<file path="config.mk">
export PLATFORM = sky130hd
export DESIGN_NAME = alu_op_arbiter_flat
export DESIGN_NICKNAME = d
export VERILOG_FILES = /design/src/rtl/alu_op_arbiter_if.sv /design/src/rtl/alu_op_arbiter.sv /design/src/flat_wrapper.sv
export SDC_FILE = /design/constraint.sdc
export NUM_CORES = 1
export LEC_CHECK = 0
export CORE_ASPECT_RATIO = 0.6
export CORE_UTILIZATION = 34
export DETAILED_ROUTE_END_ITERATION = 10
export PLACE_DENSITY = 0.79
export SLEW_MARGIN = 20
export SYNTH_ARGS = -nofsm -noshare
export SYNTH_HDL_FRONTEND = slang
export SYNTH_SLANG_ARGS = --single-unit
</file>
<file path="constraint.sdc">
create_clock -name clk -period 1.6 [get_ports clk]
set_input_delay 0.24 -clock clk [delete_from_list [all_inputs] [get_ports clk]]
set_output_delay 0.24 -clock clk [all_outputs]
set_load 0.05 [all_outputs]
</file>
<file path="src/rtl/alu_op_arbiter_if.sv">
// Bundled request, datapath and response signals of alu_op_arbiter.
// Handshake rule for req0, req1 and rsp: a transfer happens on a rising edge where valid and ready are both high; the producer holds valid and payload stable until then.
interface alu_op_arbiter_if #(
  parameter int WIDTH = 8
);
  logic             req0_valid;
  logic             req0_ready;
  logic [1:0]       req0_op;
  logic [WIDTH-1:0] req0_a;
  logic [WIDTH-1:0] req0_b;

  logic             req1_valid;
  logic             req1_ready;
  logic [1:0]       req1_op;
  logic [WIDTH-1:0] req1_a;
  logic [WIDTH-1:0] req1_b;

  logic [WIDTH-1:0] alu_a;
  logic [WIDTH-1:0] alu_b;
  logic [1:0]       alu_op;
  logic [WIDTH-1:0] alu_c;

  logic             rsp_valid;
  logic             rsp_ready;
  logic             rsp_id;
  logic [WIDTH-1:0] rsp_data;

  // Arbiter side.
  modport slave (
    input  req0_valid, req0_op, req0_a, req0_b,
    output req0_ready,
    input  req1_valid, req1_op, req1_a, req1_b,
    output req1_ready,
    output alu_a, alu_b, alu_op,
    input  alu_c,
    output rsp_valid, rsp_id, rsp_data,
    input  rsp_ready
  );

  // Requester / datapath / consumer side.
  modport master (
    output req0_valid, req0_op, req0_a, req0_b,
    input  req0_ready,
    output req1_valid, req1_op, req1_a, req1_b,
    input  req1_ready,
    input  alu_a, alu_b, alu_op,
    output alu_c,
    input  rsp_valid, rsp_id, rsp_data,
    output rsp_ready
  );
endinterface

</file>
<file path="src/rtl/alu_op_arbiter.sv">
// Two-requester sequencer for the shared 8-bit gate datapath: IDLE -> ISSUE -> RESP.
// Define ALU_ARB_ROUND_ROBIN_EN for round-robin ties; otherwise requester 0 has fixed priority. WIDTH must be a multiple of 4.
module alu_op_arbiter #(
  parameter int WIDTH = 8
) (
  input  logic               clk,
  input  logic               rst,
  alu_op_arbiter_if.slave    bus,
  output logic               busy,
  output logic [1:0]         state_dbg
);

  typedef enum logic [1:0] {
    S_IDLE  = 2'd0,
    S_ISSUE = 2'd1,
    S_RESP  = 2'd2
  } state_t;

  state_t           state_q;
  state_t           state_d;
  logic             accept;
  logic             any_valid;
  logic             tie_winner;
  logic             grant_id;

  logic [1:0]       op_q;
  logic [WIDTH-1:0] a_q;
  logic [WIDTH-1:0] b_q;
  logic             id_q;
  logic [WIDTH-1:0] rsp_data_q;
  logic             rsp_id_q;

`ifdef ALU_ARB_ROUND_ROBIN_EN
  logic last_q;

  // Reset to 1 so requester 0 wins the first tie.
  always_ff @(posedge clk or posedge rst) begin
    if (rst) begin
      last_q <= 1'b1;
    end else if (accept) begin
      last_q <= grant_id;
    end
  end

  assign tie_winner = ~last_q;
`else
  assign tie_winner = 1'b0;
`endif

  assign any_valid = bus.req0_valid | bus.req1_valid;

  always_comb begin
    grant_id = 1'b0;
    if (bus.req0_valid && bus.req1_valid) begin
      grant_id = tie_winner;
    end else if (bus.req1_valid) begin
      grant_id = 1'b1;
    end
  end

  // Next-state and accept decode; rst gates accept so readies read 0 during reset.
  always_comb begin
    state_d = state_q;
    accept  = 1'b0;
    case (state_q)
      S_IDLE: begin
        if (any_valid && !rst) begin
          accept  = 1'b1;
          state_d = S_ISSUE;
        end
      end
      S_ISSUE: state_d = S_RESP;
      S_RESP: begin
        if (bus.rsp_ready) begin
          state_d = S_IDLE;
        end
      end
      default: state_d = S_IDLE;
    endcase
  end

  always_ff @(posedge clk or posedge rst) begin
    if (rst) begin
      state_q    <= S_IDLE;
      op_q       <= 2'b00;
      a_q        <= '0;
      b_q        <= '0;
      id_q       <= 1'b0;
      rsp_data_q <= '0;
      rsp_id_q   <= 1'b0;
    end else begin
      state_q <= state_d;
      if (accept) begin
        op_q <= grant_id ? bus.req1_op : bus.req0_op;
        a_q  <= grant_id ? bus.req1_a  : bus.req0_a;
        b_q  <= grant_id ? bus.req1_b  : bus.req0_b;
        id_q <= grant_id;
      end
      if (state_q == S_ISSUE) begin
        rsp_data_q <= bus.alu_c;
        rsp_id_q   <= id_q;
      end
    end
  end

  // Datapath operands come straight from the capture registers, so they hold between issues.
  assign bus.alu_a      = a_q;
  assign bus.alu_b      = b_q;
  assign bus.alu_op     = op_q;
  assign bus.req0_ready = accept & ~grant_id;
  assign bus.req1_ready = accept &  grant_id;
  assign bus.rsp_valid  = (state_q == S_RESP);
  assign bus.rsp_id     = rsp_id_q;
  assign bus.rsp_data   = rsp_data_q;
  assign busy           = (state_q != S_IDLE);
  assign state_dbg      = state_q;

endmodule
</file>
<file path="src/flat_wrapper.sv">
// flat-port wrapper written by rule: the top's interface ports become plain ports
module alu_op_arbiter_flat 
#(
  parameter int WIDTH = 8
)
  (clk, rst, busy, state_dbg, bus_req0_valid, bus_req0_op, bus_req0_a, bus_req0_b, bus_req0_ready, bus_req1_valid, bus_req1_op, bus_req1_a, bus_req1_b, bus_req1_ready, bus_alu_a, bus_alu_b, bus_alu_op, bus_alu_c, bus_rsp_valid, bus_rsp_id, bus_rsp_data, bus_rsp_ready);
  alu_op_arbiter_if #(.WIDTH(WIDTH)) bus_i ();
  input  logic clk;
  input  logic rst;
  output logic busy;
  output logic [1:0] state_dbg;
  input wire logic [$bits(bus_i.req0_valid)-1:0] bus_req0_valid;
  input wire logic [$bits(bus_i.req0_op)-1:0] bus_req0_op;
  input wire logic [$bits(bus_i.req0_a)-1:0] bus_req0_a;
  input wire logic [$bits(bus_i.req0_b)-1:0] bus_req0_b;
  output wire logic [$bits(bus_i.req0_ready)-1:0] bus_req0_ready;
  input wire logic [$bits(bus_i.req1_valid)-1:0] bus_req1_valid;
  input wire logic [$bits(bus_i.req1_op)-1:0] bus_req1_op;
  input wire logic [$bits(bus_i.req1_a)-1:0] bus_req1_a;
  input wire logic [$bits(bus_i.req1_b)-1:0] bus_req1_b;
  output wire logic [$bits(bus_i.req1_ready)-1:0] bus_req1_ready;
  output wire logic [$bits(bus_i.alu_a)-1:0] bus_alu_a;
  output wire logic [$bits(bus_i.alu_b)-1:0] bus_alu_b;
  output wire logic [$bits(bus_i.alu_op)-1:0] bus_alu_op;
  input wire logic [$bits(bus_i.alu_c)-1:0] bus_alu_c;
  output wire logic [$bits(bus_i.rsp_valid)-1:0] bus_rsp_valid;
  output wire logic [$bits(bus_i.rsp_id)-1:0] bus_rsp_id;
  output wire logic [$bits(bus_i.rsp_data)-1:0] bus_rsp_data;
  input wire logic [$bits(bus_i.rsp_ready)-1:0] bus_rsp_ready;
  assign bus_i.req0_valid = bus_req0_valid;
  assign bus_i.req0_op = bus_req0_op;
  assign bus_i.req0_a = bus_req0_a;
  assign bus_i.req0_b = bus_req0_b;
  assign bus_req0_ready = bus_i.req0_ready;
  assign bus_i.req1_valid = bus_req1_valid;
  assign bus_i.req1_op = bus_req1_op;
  assign bus_i.req1_a = bus_req1_a;
  assign bus_i.req1_b = bus_req1_b;
  assign bus_req1_ready = bus_i.req1_ready;
  assign bus_alu_a = bus_i.alu_a;
  assign bus_alu_b = bus_i.alu_b;
  assign bus_alu_op = bus_i.alu_op;
  assign bus_i.alu_c = bus_alu_c;
  assign bus_rsp_valid = bus_i.rsp_valid;
  assign bus_rsp_id = bus_i.rsp_id;
  assign bus_rsp_data = bus_i.rsp_data;
  assign bus_i.rsp_ready = bus_rsp_ready;
  alu_op_arbiter #(.WIDTH(WIDTH)) u_core (.clk(clk), .rst(rst), .bus(bus_i), .busy(busy), .state_dbg(state_dbg));
endmodule
</file>
==> impl_metrics.ini <==
[run_status]
outcome = finished clean

[worst_setup_path]
critPathSlowestCell = dfrtp_2
cp_top_family = flip-flops
rrSetupSlack_ns = 0.10
start_kind = flip-flop
worstReg2RegEnd = u_core.bus.alu_b[1]$_DFFE_PP0P_
critPathRequiredTime_ns = 1.36
critical_path_class = flip-flop to primary output
path_cells = nor3_4 > buf_6 > and2_4 > buf_12
path_buf_inv = 2
arrival_ns = 1.32
r2r-start = u_core.state_dbg[1]$_DFFE_PP0P_
endpoint_kind = primary output
crit_fanout = 3
rr_worst_depth = 4
max_stage_delay_ns = 0.42

[placement]
portBuffers = 81
place_hpwl_mm = 2.62
routabilityCongestion = 0.713

[yosys]
synth_top_area_frac = 0.509
syn-num-nets = 142
synth.cell_area_sq_um = 1470
ys_ff_latch = 30
synth_top_area_cell = dfrtp_1
ys_seq_area_frac = 0.509
synth_cells = 93
avgSynthCellArea_sq_um = 15.8
ys_warn_count = 0
ys_types = 17
synth_area_leaders = dfrtp_1, mux2_2, mux2_4

[final_layout]
areaGrowthSynthToFinish_pct = 69.7
drive_above_1_share = 0.547
finalNetCount = 239
diodes = 0
final_core_util = 0.607

[flow_run]
maxCapViolations = 0

[route]
drt_first_iter_violations = 18
route.detailed.drc = 0
ant_nets = 0
wirelength_mm = 3.35
drt_first_pass_iters = 2
vias_per_cell = 4.31
via_count = 1078
wl_per_cell_um = 13.4

[grt]
gr-total-overflow = 0
grt.total_usage = 0.163
grt_pass1_vias = 1137
grt_max_degree = 22
grt_pass1_wl_mm = 5.31
antenna_found_initial = 0

[cts]
clk_latency_ns = 0.27
path_clk_slew_ns = 0.06
cts_buffer_depth = 2
cts_sinks = 30
root_buffer = clkbuf_8
htree_levels = 2
ctsHoldBuffers = 0
cts_tree = done
cts_buffers = 5

[power]
ir_drop_v = 0.000992
leakagePower_nw = 1.13
cellPowerDensity_nw_per_um2 = 1800

[floorplan]
io_pins = 82
rows = 18
start_util = 0.358
die_area_sq_um = 4610
die_x_um = 87
die_y_um = 53
coreArea_sq_um = 4120

[min_path]
hp-class = primary input to async pin

[sta]
hold_viol = 0
fmax_mhz = 639
period_share = 0.978
holdWs_ns = 0.354
clock_skew_ns = 0.00450
period_minus_slack_ns = 1.56
relSlewSlack = 0.702
drv_slew = 0
final-setup-viol-count = 0
rsz0062_at_grt = yes
worstMarginPinSlew_ns = 0.446
[cells in the final DEF (no fill, tap or decap)]
cell type and count:
nand2b_1 2, nor3_4 1, o21a_1 1, mux2_2 27, a21oi_1 1, or2_2 1
clkbuf_1 2, dlymetal6s2s_1 1, mux2_4 18, o21ai_0 1, dfrtp_2 2, nor2_1 1
buf_4 39, nor2b_4 1, and2_4 2, buf_6 1, inv_1 2, clkbuf_8 5
clkdlybuf4s50_1 47, dfrtp_1 28, buf_12 7
[tightest hold or removal path: stages]
cell and delay (ns):
clkdlybuf4s50_1 0.46, inv_1 0.09, buf_4 0.18
[Yosys cell counts (all sizes together)]
cell / count
mux2: 45
dfrtp: 30
buf: 5
and2: 2
inv: 2
nand2b: 2
a21oi: 1
nor2: 1
nor2b: 1
nor3: 1
o21a: 1
o21ai: 1
or2: 1
[registers in the layout, indices dropped and copies added, names as in the netlist]
| name | flops |
|---|---|
| u_core.state_dbg | 2 |
| u_core.bus.alu_a | 8 |
| u_core.bus.rsp_data | 8 |
| u_core.bus.rsp_id | 1 |
| u_core.bus.alu_op | 2 |
| u_core.bus.alu_b | 8 |
| u_core.id_q | 1 |
[per-layer routing]
metal  wire length [um]  up-vias  GRT usage
li1                   -      518          -
met1               1380      500      0.179
met2               1610       53      0.282
met3                316        7     0.0655
met4                 47        0     0.0750
met5                  0        -          0
[cell families (layout without fill, tap and decap cells)]
logic type,after synthesis,count (layout),synth area share
compound gates,3,3,0.0119
simple gates,8,8,0.0416
buf+inv,7,104,0.0475
mux,45,45,0.390
flops,30,30,0.509
[where the power goes]
part,internal [W],switching [W]
registers,0.00110,0.000196
logic,0.00103,0.00162
clock network,0.000298,0.000249
[final cells by class]
| class | instances | area [sq um] |
|---|---|---|
| multi-input combinational | 56 | 662 |
| inverter | 2 | 7.51 |
| tap | 60 | 75.1 |
| timing repair buffer | 95 | 927 |
| fill | 337 | 1620 |
| clock buffer | 7 | 76.3 |
| sequential | 30 | 753 |
[worst max path at each step]
| stage | cells past startpoint | to | slack, ns | startpoint |
|---|---|---|---|---|
| floorplan | 5 | u_core.bus.alu_a[0]$_DFFE_PP0P_ | 0.01 | u_core.state_dbg[1]$_DFFE_PP0P_ |
| global placement | 5 | u_core.bus.alu_b[0]$_DFFE_PP0P_ | -0.18 | rst |
| detailed placement | 5 | u_core.bus.alu_b[0]$_DFFE_PP0P_ | -0.22 | bus_req1_valid |
| CTS | 4 | bus_req0_ready | 0.002 | u_core.state_dbg[0]$_DFFE_PP0P_ |
| global route | 4 | bus_req0_ready | -0.03 | u_core.state_dbg[1]$_DFFE_PP0P_ |
| finish | 4 | bus_req0_ready | 0.04 | u_core.state_dbg[1]$_DFFE_PP0P_ |
[metrics by stage]
stage               setup TNS [ns]  power (W)  worst slack [ns]  instances  instance area, sq um
floorplan                        0    0.00306            0.0127         93                  1480
global placement             -2.92    0.00388            -0.179        238                  2350
detailed placement           -3.25    0.00394            -0.220        238                  2350
CTS                              0    0.00454           0.00206        250                  2490
global route               -0.0509    0.00470           -0.0316        250                  2500
finish                           0    0.00449            0.0355        250                  2500
[what timing repair did]
action                     4_1_cts  5_1_grt
buffers inserted                 5        0
resized for setup                0        4
setup endpoints to repair        2        3
pin swaps                        1        2
Power figures use the tool's default switching activity.
